<file path="src/rtl/sys_defs.sv">
// Shared rename definitions: default sizes, tag typedefs, checkpoint record.
// No ports; imported by the rename map and the checkpoint allocator.
package sys_defs;

    localparam int SYS_N         = 2;
    localparam int SYS_ARCH_REGS = 32;
    localparam int SYS_PHYS_REGS = 64;
    localparam int SYS_CKPTS     = 4;

    localparam int SYS_AW = $clog2(SYS_ARCH_REGS);
    localparam int SYS_PW = $clog2(SYS_PHYS_REGS);
    localparam int SYS_CW = $clog2(SYS_CKPTS);
    localparam int SYS_NW = $clog2(SYS_N + 1);

    typedef logic [SYS_AW-1:0] areg_t;
    typedef logic [SYS_PW-1:0] ptag_t;
    typedef logic [SYS_CW-1:0] ckid_t;

    typedef ptag_t [SYS_ARCH_REGS-1:0] map_t;

    // mask: checkpoints that were live when this one was taken
    typedef struct packed {
        map_t                 map;
        logic [SYS_CKPTS-1:0] mask;
        logic                 valid;
    } ckpt_t;

    function automatic map_t identity_map();
        map_t m;
        for (int i = 0; i < SYS_ARCH_REGS; i++) begin
            m[i] = ptag_t'(i);
        end
        return m;
    endfunction

endpackage

</file>
<file path="src/rtl/ckpt_alloc.sv">
// Picks the N lowest-index free checkpoints, lowest first.
// Ports: i_free (free bitmap), o_id (N packed ids), o_valid (id k exists).
module ckpt_alloc
    import sys_defs::*;
#(
    parameter int CKPTS = SYS_CKPTS,
    parameter int N     = SYS_N,
    localparam int CW   = $clog2(CKPTS)
) (
    input  logic [CKPTS-1:0] i_free,
    output logic [N*CW-1:0]  o_id,
    output logic [N-1:0]     o_valid
);

    always_comb begin
        logic [CKPTS-1:0] avail;
        logic [CW-1:0]    pick;
        logic             found;
        avail   = i_free;
        o_id    = '0;
        o_valid = '0;
        for (int k = 0; k < N; k++) begin
            pick  = '0;
            found = 1'b0;
            // scan downward so the lowest free index wins
            for (int c = CKPTS - 1; c >= 0; c--) begin
                if (avail[c]) begin
                    pick  = CW'(c);
                    found = 1'b1;
                end
            end
            if (found) begin
                avail[pick] = 1'b0;
            end
            o_id[k*CW +: CW] = pick;
            o_valid[k]       = found;
        end
    end

endmodule

</file>
<file path="src/rtl/rename_map_ckpt.sv">
// Register rename map with branch checkpoints, N lanes per cycle, 1-cycle output.
// Ports: in_* rename group + accepted; out_* registered group with valid/ready;
// resolve_* frees (correct) or restores from (mispredict) a checkpoint.
// Map and checkpoint storage are sized by the sys_defs defaults.
module rename_map_ckpt
    import sys_defs::*;
#(
    parameter int N         = SYS_N,
    parameter int ARCH_REGS = SYS_ARCH_REGS,
    parameter int PHYS_REGS = SYS_PHYS_REGS,
    parameter int CKPTS     = SYS_CKPTS,
    localparam int AW       = $clog2(ARCH_REGS),
    localparam int PW       = $clog2(PHYS_REGS),
    localparam int CW       = $clog2(CKPTS),
    localparam int NW       = $clog2(N + 1)
) (
    input  logic            clock,
    input  logic            reset,
    input  logic [NW-1:0]   in_count,
    input  logic [N*AW-1:0] in_src1,
    input  logic [N*AW-1:0] in_src2,
    input  logic [N*AW-1:0] in_dest,
    input  logic [N-1:0]    in_has_dest,
    input  logic [N-1:0]    in_is_branch,
    input  logic [N*PW-1:0] free_regs,
    output logic [NW-1:0]   accepted,
    output logic            out_valid,
    input  logic            out_ready,
    output logic [NW-1:0]   out_count,
    output logic [N*PW-1:0] out_src1,
    output logic [N*PW-1:0] out_src2,
    output logic [N*PW-1:0] out_told,
    output logic [N*PW-1:0] out_tnew,
    output logic [N*CW-1:0] out_ckpt_id,
    output logic [N-1:0]    out_ckpt_valid,
    input  logic            resolve_valid,
    input  logic [CW-1:0]   resolve_id,
    input  logic            resolve_mispredict
);

    map_t  r_map;
    ckpt_t r_ckpt [CKPTS];

    logic            r_out_valid;
    logic [NW-1:0]   r_out_count;
    logic [N*PW-1:0] r_out_src1;
    logic [N*PW-1:0] r_out_src2;
    logic [N*PW-1:0] r_out_told;
    logic [N*PW-1:0] r_out_tnew;
    logic [N*CW-1:0] r_out_ckpt_id;
    logic [N-1:0]    r_out_ckpt_valid;

    logic [CKPTS-1:0] w_live;
    logic [CKPTS-1:0] w_free;
    logic [CKPTS-1:0] w_rel_oh;
    logic             w_res_hit;
    logic             w_mispred;
    logic             w_release;
    logic             w_take;

    logic [N*CW-1:0]  w_alloc_id;
    logic [N-1:0]     w_alloc_vld;

    logic [NW-1:0]    w_acc;
    map_t             w_next_map;
    logic [N*PW-1:0]  w_src1;
    logic [N*PW-1:0]  w_src2;
    logic [N*PW-1:0]  w_told;
    logic [N*PW-1:0]  w_tnew;
    logic [N*CW-1:0]  w_ck_id;
    logic [N-1:0]     w_ck_vld;
    map_t             w_snap  [N];
    logic [CKPTS-1:0] w_lmask [N];

    always_comb begin
        for (int c = 0; c < CKPTS; c++) begin
            w_live[c] = r_ckpt[c].valid;
        end
    end

    assign w_free    = ~w_live;
    assign w_res_hit = resolve_valid && w_live[resolve_id];
    assign w_mispred = w_res_hit && resolve_mispredict;
    assign w_release = w_res_hit && !resolve_mispredict;
    assign w_rel_oh  = w_release ? (CKPTS'(1) << resolve_id) : '0;
    assign w_take    = reset && (!r_out_valid || out_ready) && !w_mispred;

    // freed checkpoints stay live until the edge, so they are not reused early
    ckpt_alloc #(
        .CKPTS (CKPTS),
        .N     (N)
    ) u_alloc (
        .i_free  (w_free),
        .o_id    (w_alloc_id),
        .o_valid (w_alloc_vld)
    );

    always_comb begin
        map_t             m;
        logic             stop;
        logic [N-1:0]     avl;
        logic [N*CW-1:0]  aid;
        logic [CKPTS-1:0] grp;
        areg_t            a1;
        areg_t            a2;
        areg_t            d;
        ptag_t            fr;
        m        = r_map;
        stop     = !w_take;
        avl      = w_alloc_vld;
        aid      = w_alloc_id;
        grp      = '0;
        w_acc    = '0;
        w_src1   = '0;
        w_src2   = '0;
        w_told   = '0;
        w_tnew   = '0;
        w_ck_id  = '0;
        w_ck_vld = '0;
        for (int i = 0; i < N; i++) begin
            w_snap[i]  = '0;
            w_lmask[i] = '0;
        end
        for (int i = 0; i < N; i++) begin
            a1 = in_src1[i*AW +: AW];
            a2 = in_src2[i*AW +: AW];
            d  = in_dest[i*AW +: AW];
            fr = free_regs[i*PW +: PW];
            if (!stop && NW'(i) < in_count) begin
                if (in_is_branch[i] && !avl[0]) begin
                    // younger lanes wait for a checkpoint
                    stop = 1'b1;
                end else begin
                    w_src1[i*PW +: PW] = m[a1];
                    w_src2[i*PW +: PW] = m[a2];
                    w_told[i*PW +: PW] = m[d];
                    w_tnew[i*PW +: PW] = m[d];
                    if (in_has_dest[i] && d != '0) begin
                        m[d]               = fr;
                        w_tnew[i*PW +: PW] = fr;
                    end
                    if (in_is_branch[i]) begin
                        w_ck_vld[i]         = 1'b1;
                        w_ck_id[i*CW +: CW] = aid[CW-1:0];
                        w_snap[i]           = m;
                        w_lmask[i]          = (w_live & ~w_rel_oh) | grp;
                        grp[aid[CW-1:0]]    = 1'b1;
                        avl                 = avl >> 1;
                        aid                 = aid >> CW;
                    end
                    w_acc = NW'(i + 1);
                end
            end
        end
        w_next_map = m;
    end

    assign accepted = w_acc;

    always_ff @(posedge clock or negedge reset) begin
        if (!reset) begin
            r_map <= identity_map();
            for (int c = 0; c < CKPTS; c++) begin
                r_ckpt[c] <= '0;
            end
            r_out_valid      <= 1'b0;
            r_out_count      <= '0;
            r_out_src1       <= '0;
            r_out_src2       <= '0;
            r_out_told       <= '0;
            r_out_tnew       <= '0;
            r_out_ckpt_id    <= '0;
            r_out_ckpt_valid <= '0;
        end else if (w_mispred) begin
            r_map <= r_ckpt[resolve_id].map;
            // drop the resolved checkpoint and every younger dependent
            for (int c = 0; c < CKPTS; c++) begin
                if (CW'(c) == resolve_id || r_ckpt[c].mask[resolve_id]) begin
                    r_ckpt[c] <= '0;
                end
            end
            r_out_valid <= 1'b0;
        end else begin
            if (w_release) begin
                for (int c = 0; c < CKPTS; c++) begin
                    r_ckpt[c].mask[resolve_id] <= 1'b0;
                end
                r_ckpt[resolve_id].valid <= 1'b0;
            end
            for (int i = 0; i < N; i++) begin
                if (w_ck_vld[i]) begin
                    r_ckpt[w_ck_id[i*CW +: CW]] <= '{
                        map:   w_snap[i],
                        mask:  w_lmask[i],
                        valid: 1'b1
                    };
                end
            end
            if (w_acc != '0) begin
                r_map            <= w_next_map;
                r_out_valid      <= 1'b1;
                r_out_count      <= w_acc;
                r_out_src1       <= w_src1;
                r_out_src2       <= w_src2;
                r_out_told       <= w_told;
                r_out_tnew       <= w_tnew;
                r_out_ckpt_id    <= w_ck_id;
                r_out_ckpt_valid <= w_ck_vld;
            end else if (out_ready) begin
                r_out_valid <= 1'b0;
            end
        end
    end

    assign out_valid      = r_out_valid;
    assign out_count      = r_out_count;
    assign out_src1       = r_out_src1;
    assign out_src2       = r_out_src2;
    assign out_told       = r_out_told;
    assign out_tnew       = r_out_tnew;
    assign out_ckpt_id    = r_out_ckpt_id;
    assign out_ckpt_valid = r_out_ckpt_valid;

endmodule
</file>
<file path="config.mk">
export PLATFORM = sky130hd
export DESIGN_NAME = rename_map_ckpt
export DESIGN_NICKNAME = d
export VERILOG_FILES = /design/src/rtl/sys_defs.sv /design/src/rtl/ckpt_alloc.sv /design/src/rtl/rename_map_ckpt.sv
export SDC_FILE = /design/constraint.sdc
export NUM_CORES = 2
export LEC_CHECK = 0
export CAP_MARGIN = 20
export CORE_ASPECT_RATIO = 1.4
export CORE_MARGIN = 2
export CORE_UTILIZATION = 58
export CTS_CLUSTER_DIAMETER = 200
export CTS_CLUSTER_SIZE = 40
export DETAILED_ROUTE_END_ITERATION = 12
export PLACE_DENSITY_LB_ADDON = 0.1
export SKIP_LAST_GASP = 1
export SYNTH_ARGS = -nofsm -noshare
export SYNTH_HDL_FRONTEND = slang
export SYNTH_SLANG_ARGS = --single-unit
</file>
<file path="constraint.sdc">
create_clock -name clock -period 3.3 [get_ports clock]
set_input_delay 0.495 -clock clock [delete_from_list [all_inputs] [get_ports clock]]
set_output_delay 0.495 -clock clock [all_outputs]
set_load 0.05 [all_outputs]
</file>
==> results.md <==
* Syn Nets at 8148
* Commonest cells in the netlist: nand2_1, dfrtp_1, o21ai_0, clkbuf_1, a22o_1
* Share of cells above drive strength 1 at 0.262
* IO Pins at 114
* DR vias/cell at 7.70
* Global-route wire length before repair at 522000 um
* VDD IR max at 705 uV
* Port Buf Inserts at 113
* Total Wirelength at 362000 um
* DRC violations left at 0
* Final Max Tran Viols at 0
* Final Skew at 0.0655 ns
* Area share of the largest cell type after synthesis at 0.319
* Clock Latency Late Sink at 0.81 ns
* Post-detail-place hpwl at 262000 um
* Flops & latches, synth at 1033
* Sequential-to-total area share from yosys stat at 0.347
* Final GP Congestion at 1.12
* Slew @ Worst Pin at 1.22 ns
* Final hold violations at 0
* Largest net degree at the start of global routing at 178
* Crit path max-delay cell type: mux4_2
* Slew HR at 0.187
* CTS tree: done
* Library cells used by synthesis at 86
* Syn Inst Count at 8093
* Startpoint class of the critical path: flop
* Outcome: finished, violations left
* Cts bufs inserted at 29
* Worst-path maximum fanout at 12
* Fin nets at 8883
* Avg WL per Cell at 34.4 um
* # clock sinks at 1033
* Post-synth ARST share at 1.00
* Synth Area per Inst at 9.25 um2
* GRT Total Usage at 0.534
* Post-Syn Area at 74900 um2
* Cell mode on critical path: buf_4
* Fin util at 0.700
* CTS H-tree lvls at 1
* Die W at 308 um
* Die area at 132000 um2
* Maximum operating frequency at 290 MHz
* Overall via count from detail_route at 81.0k
* Final setup violation count at 25
* CP Buf/Inv Count at 5
* Row count at 156
* Unrepaired setup endpoints after global routing: true
* Gr ovfl total at 0
* Max cap viols at 0
* PwrDens at 799 nW/um2
* CP top delay family: compound AO/OA/AOI/OAI gates
* Dpl cells at 10.4k
* Initial DRC Count at 13.6k
* Top-count cell post-synth: nand2_1
* Die height at 429 um
* Synthesis Warnings at 0
* Crit-path cells: mux2i_2 > buf_4 > o22a_4 > buf_12 > buf_4 > nand3_4 > buf_12 > buf_4 > o21a_1 > mux4_2 > nand3b_1 > o31ai_1 > a31oi_1 > a221o_1
* Drt pass-1 iters at 7
* Initial Util at 0.582
* Core Footprint at 129000 um2
* Most area-consuming cells after synthesis: dfrtp_1, mux4_2, a22o_1
* Layout area overhead at 20.2%
* Type of element capturing the critical path: flop
* Vias in the first global route at 77.2k
* Max Buffers Root-to-Sink at 3
* Clk root buf: clkbuf_16
* Worst path max stage delay at 0.50 ns
* CP Class: reg2reg
* Layout Cells excl Fill at 10.5k
* CP arrival at 4.21 ns
* Synth Flop Type: dfrtp_1
* Final Cycle Share at 1.04
* Post-synth EDFFs at 0
* Final TNS setup at -1.28 ns
* Initial antenna violation count at 20
* Clock transition at path regs at 0.19 ns
* Area of the multi-input gates at 45800 um2
* CP Data Required Time at 4.06 ns
* Area leader, netlist: dfrtp_1
* Worst setup margin at -0.145 ns
* Min-delay worst type: in2reg
* Filler cell count at 9679
* Seq. cell area at 26000 um2
* Pleak at 37.5 nW
* Post-layout min period at 3.44 ns
* Antenna viol nets, final at 0
* Failing checks: negative setup slack
-- sequential cells by signal (all words and copies together) (netlist names) --
name / cells
out_ckpt_id: 4
out_ckpt_valid: 2
out_count: 2
out_src1: 12
out_src2: 12
out_tnew: 12
out_told: 12
out_valid: 1
r_ckpt: 784
r_map: 192
-- worst reg2reg max path: stages (launching register included) --
cell and delay [ns]:
dfrtp_1 0.45, mux2i_2 0.20, buf_4 0.17, o22a_4 0.17, buf_12 0.14, buf_4 0.18, nand3_4 0.19, buf_12 0.23
buf_4 0.19, o21a_1 0.21, mux4_2 0.50, nand3b_1 0.11, o31ai_1 0.07, a31oi_1 0.41, a221o_1 0.23
-- routing by layer --
| layer | part of all wire | track usage | up-vias |
|---|---|---|---|
| met1 | 0.33 | 0.657 | 39300 |
| li1 | - | - | 32300 |
| met3 | 0.13 | 0.143 | 2139 |
| met2 | 0.43 | 0.789 | 7266 |
| met5 | 0.00057 | 0 | - |
| met4 | 0.11 | 0.433 | 26 |
-- timing repair --
action / CTS / global route
hold buffers: 1 / 0
endpoints found under the hold margin: 142 / 0
setup endpoints to repair: 572 / 287
pin swaps: 14 / 19
cloned: 5 / 9
setup buffers: 25 / 13
resized for setup: 46 / 76
-- placed cells by master (no fill, tap or decap), types with 14 or more instances in the layout --
cell type           n
buf_4            1278
a21oi_1           453
o31ai_1            14
dfrtp_1           952
a22oi_1           113
buf_6              14
a21boi_0           14
nor2_1            482
or3_1              16
a22o_1            643
clkbuf_1           23
nand2_1          1172
a21o_1            102
nor2b_1            16
dfstp_2            80
clkdlybuf4s50_1    82
nor2_4             20
a21oi_2            14
nor3_1             15
buf_2              22
o21ai_1           171
o21ai_0           770
inv_1              21
buf_12            199
mux2_2             63
o21a_1             14
nand4_1            18
clkbuf_16          37
a31oi_1           162
a211oi_1           20
mux2i_1           434
nand3_1            89
o211ai_1          629
mux4_2            482
-- logic make-up after synthesis --
family	synth area share
AOI/OAI and AO/OA	0.285
and+or+nand+nor	0.105
xor gates and xnor gates	0.000234
muxes	0.213
buffers and inverters	0.0491
DFF	0.347
-- per-stage QoR --
| stage | hold slack, ns | setup WS [ns] | area [um2] | power (mW) |
|---|---|---|---|---|
| 5_1_grt | 0.342 | -0.169 | 90000 | 74.2 |
| 3_3_place_gp | 0.457 | -1.33 | 88000 | 61.6 |
| 4_1_cts | 0.306 | -0.0407 | 89300 | 69.4 |
| 6_report | 0.310 | -0.145 | 90000 | 71.9 |
| 3_5_place_dp | 0.470 | -0.721 | 88000 | 63.2 |
| 2_1_floorplan | 0.199 | 0.0257 | 74900 | 44.7 |
-- cell type report --
| cell class | instances | share of cell area |
|---|---|---|
| Multi-Input combinational cell | 6121 | 0.509 |
| Sequential cell | 1033 | 0.288 |
| Clock inverter | 2 | 0.000195 |
| Tap cell | 1659 | 0.0231 |
| Timing Repair Buffer | 1619 | 0.169 |
| Antenna cell | 10 | 0.000278 |
| Clock buffer | 52 | 0.00902 |
| Inverter | 24 | 0.00114 |
-- power by group --
group | switching [mW] | internal (mW)
combinational | 22.5 | 19.1
clock | 4.25 | 1.71
sequential | 6.30 | 18.0
total | 33.1 | 38.8
-- worst paths after layout --
kind | start | end | slack (ns) | depth (start not counted)
max | r_ckpt[394] | out_src1[11] | -0.14 | 14
min | free_regs[2] | out_tnew[2] | 0.31 | 4
max reg2reg | r_ckpt[394] | out_src1[11] | -0.14 | 14
min reg2reg | out_src1[3] | out_src1[3] | 0.50 | 2
max in group asynchronous | reset | r_ckpt[502] | 0.39 | 5
min in group asynchronous | reset | r_ckpt[7] | 0.36 | 3
Power figures use the tool's default switching activity.
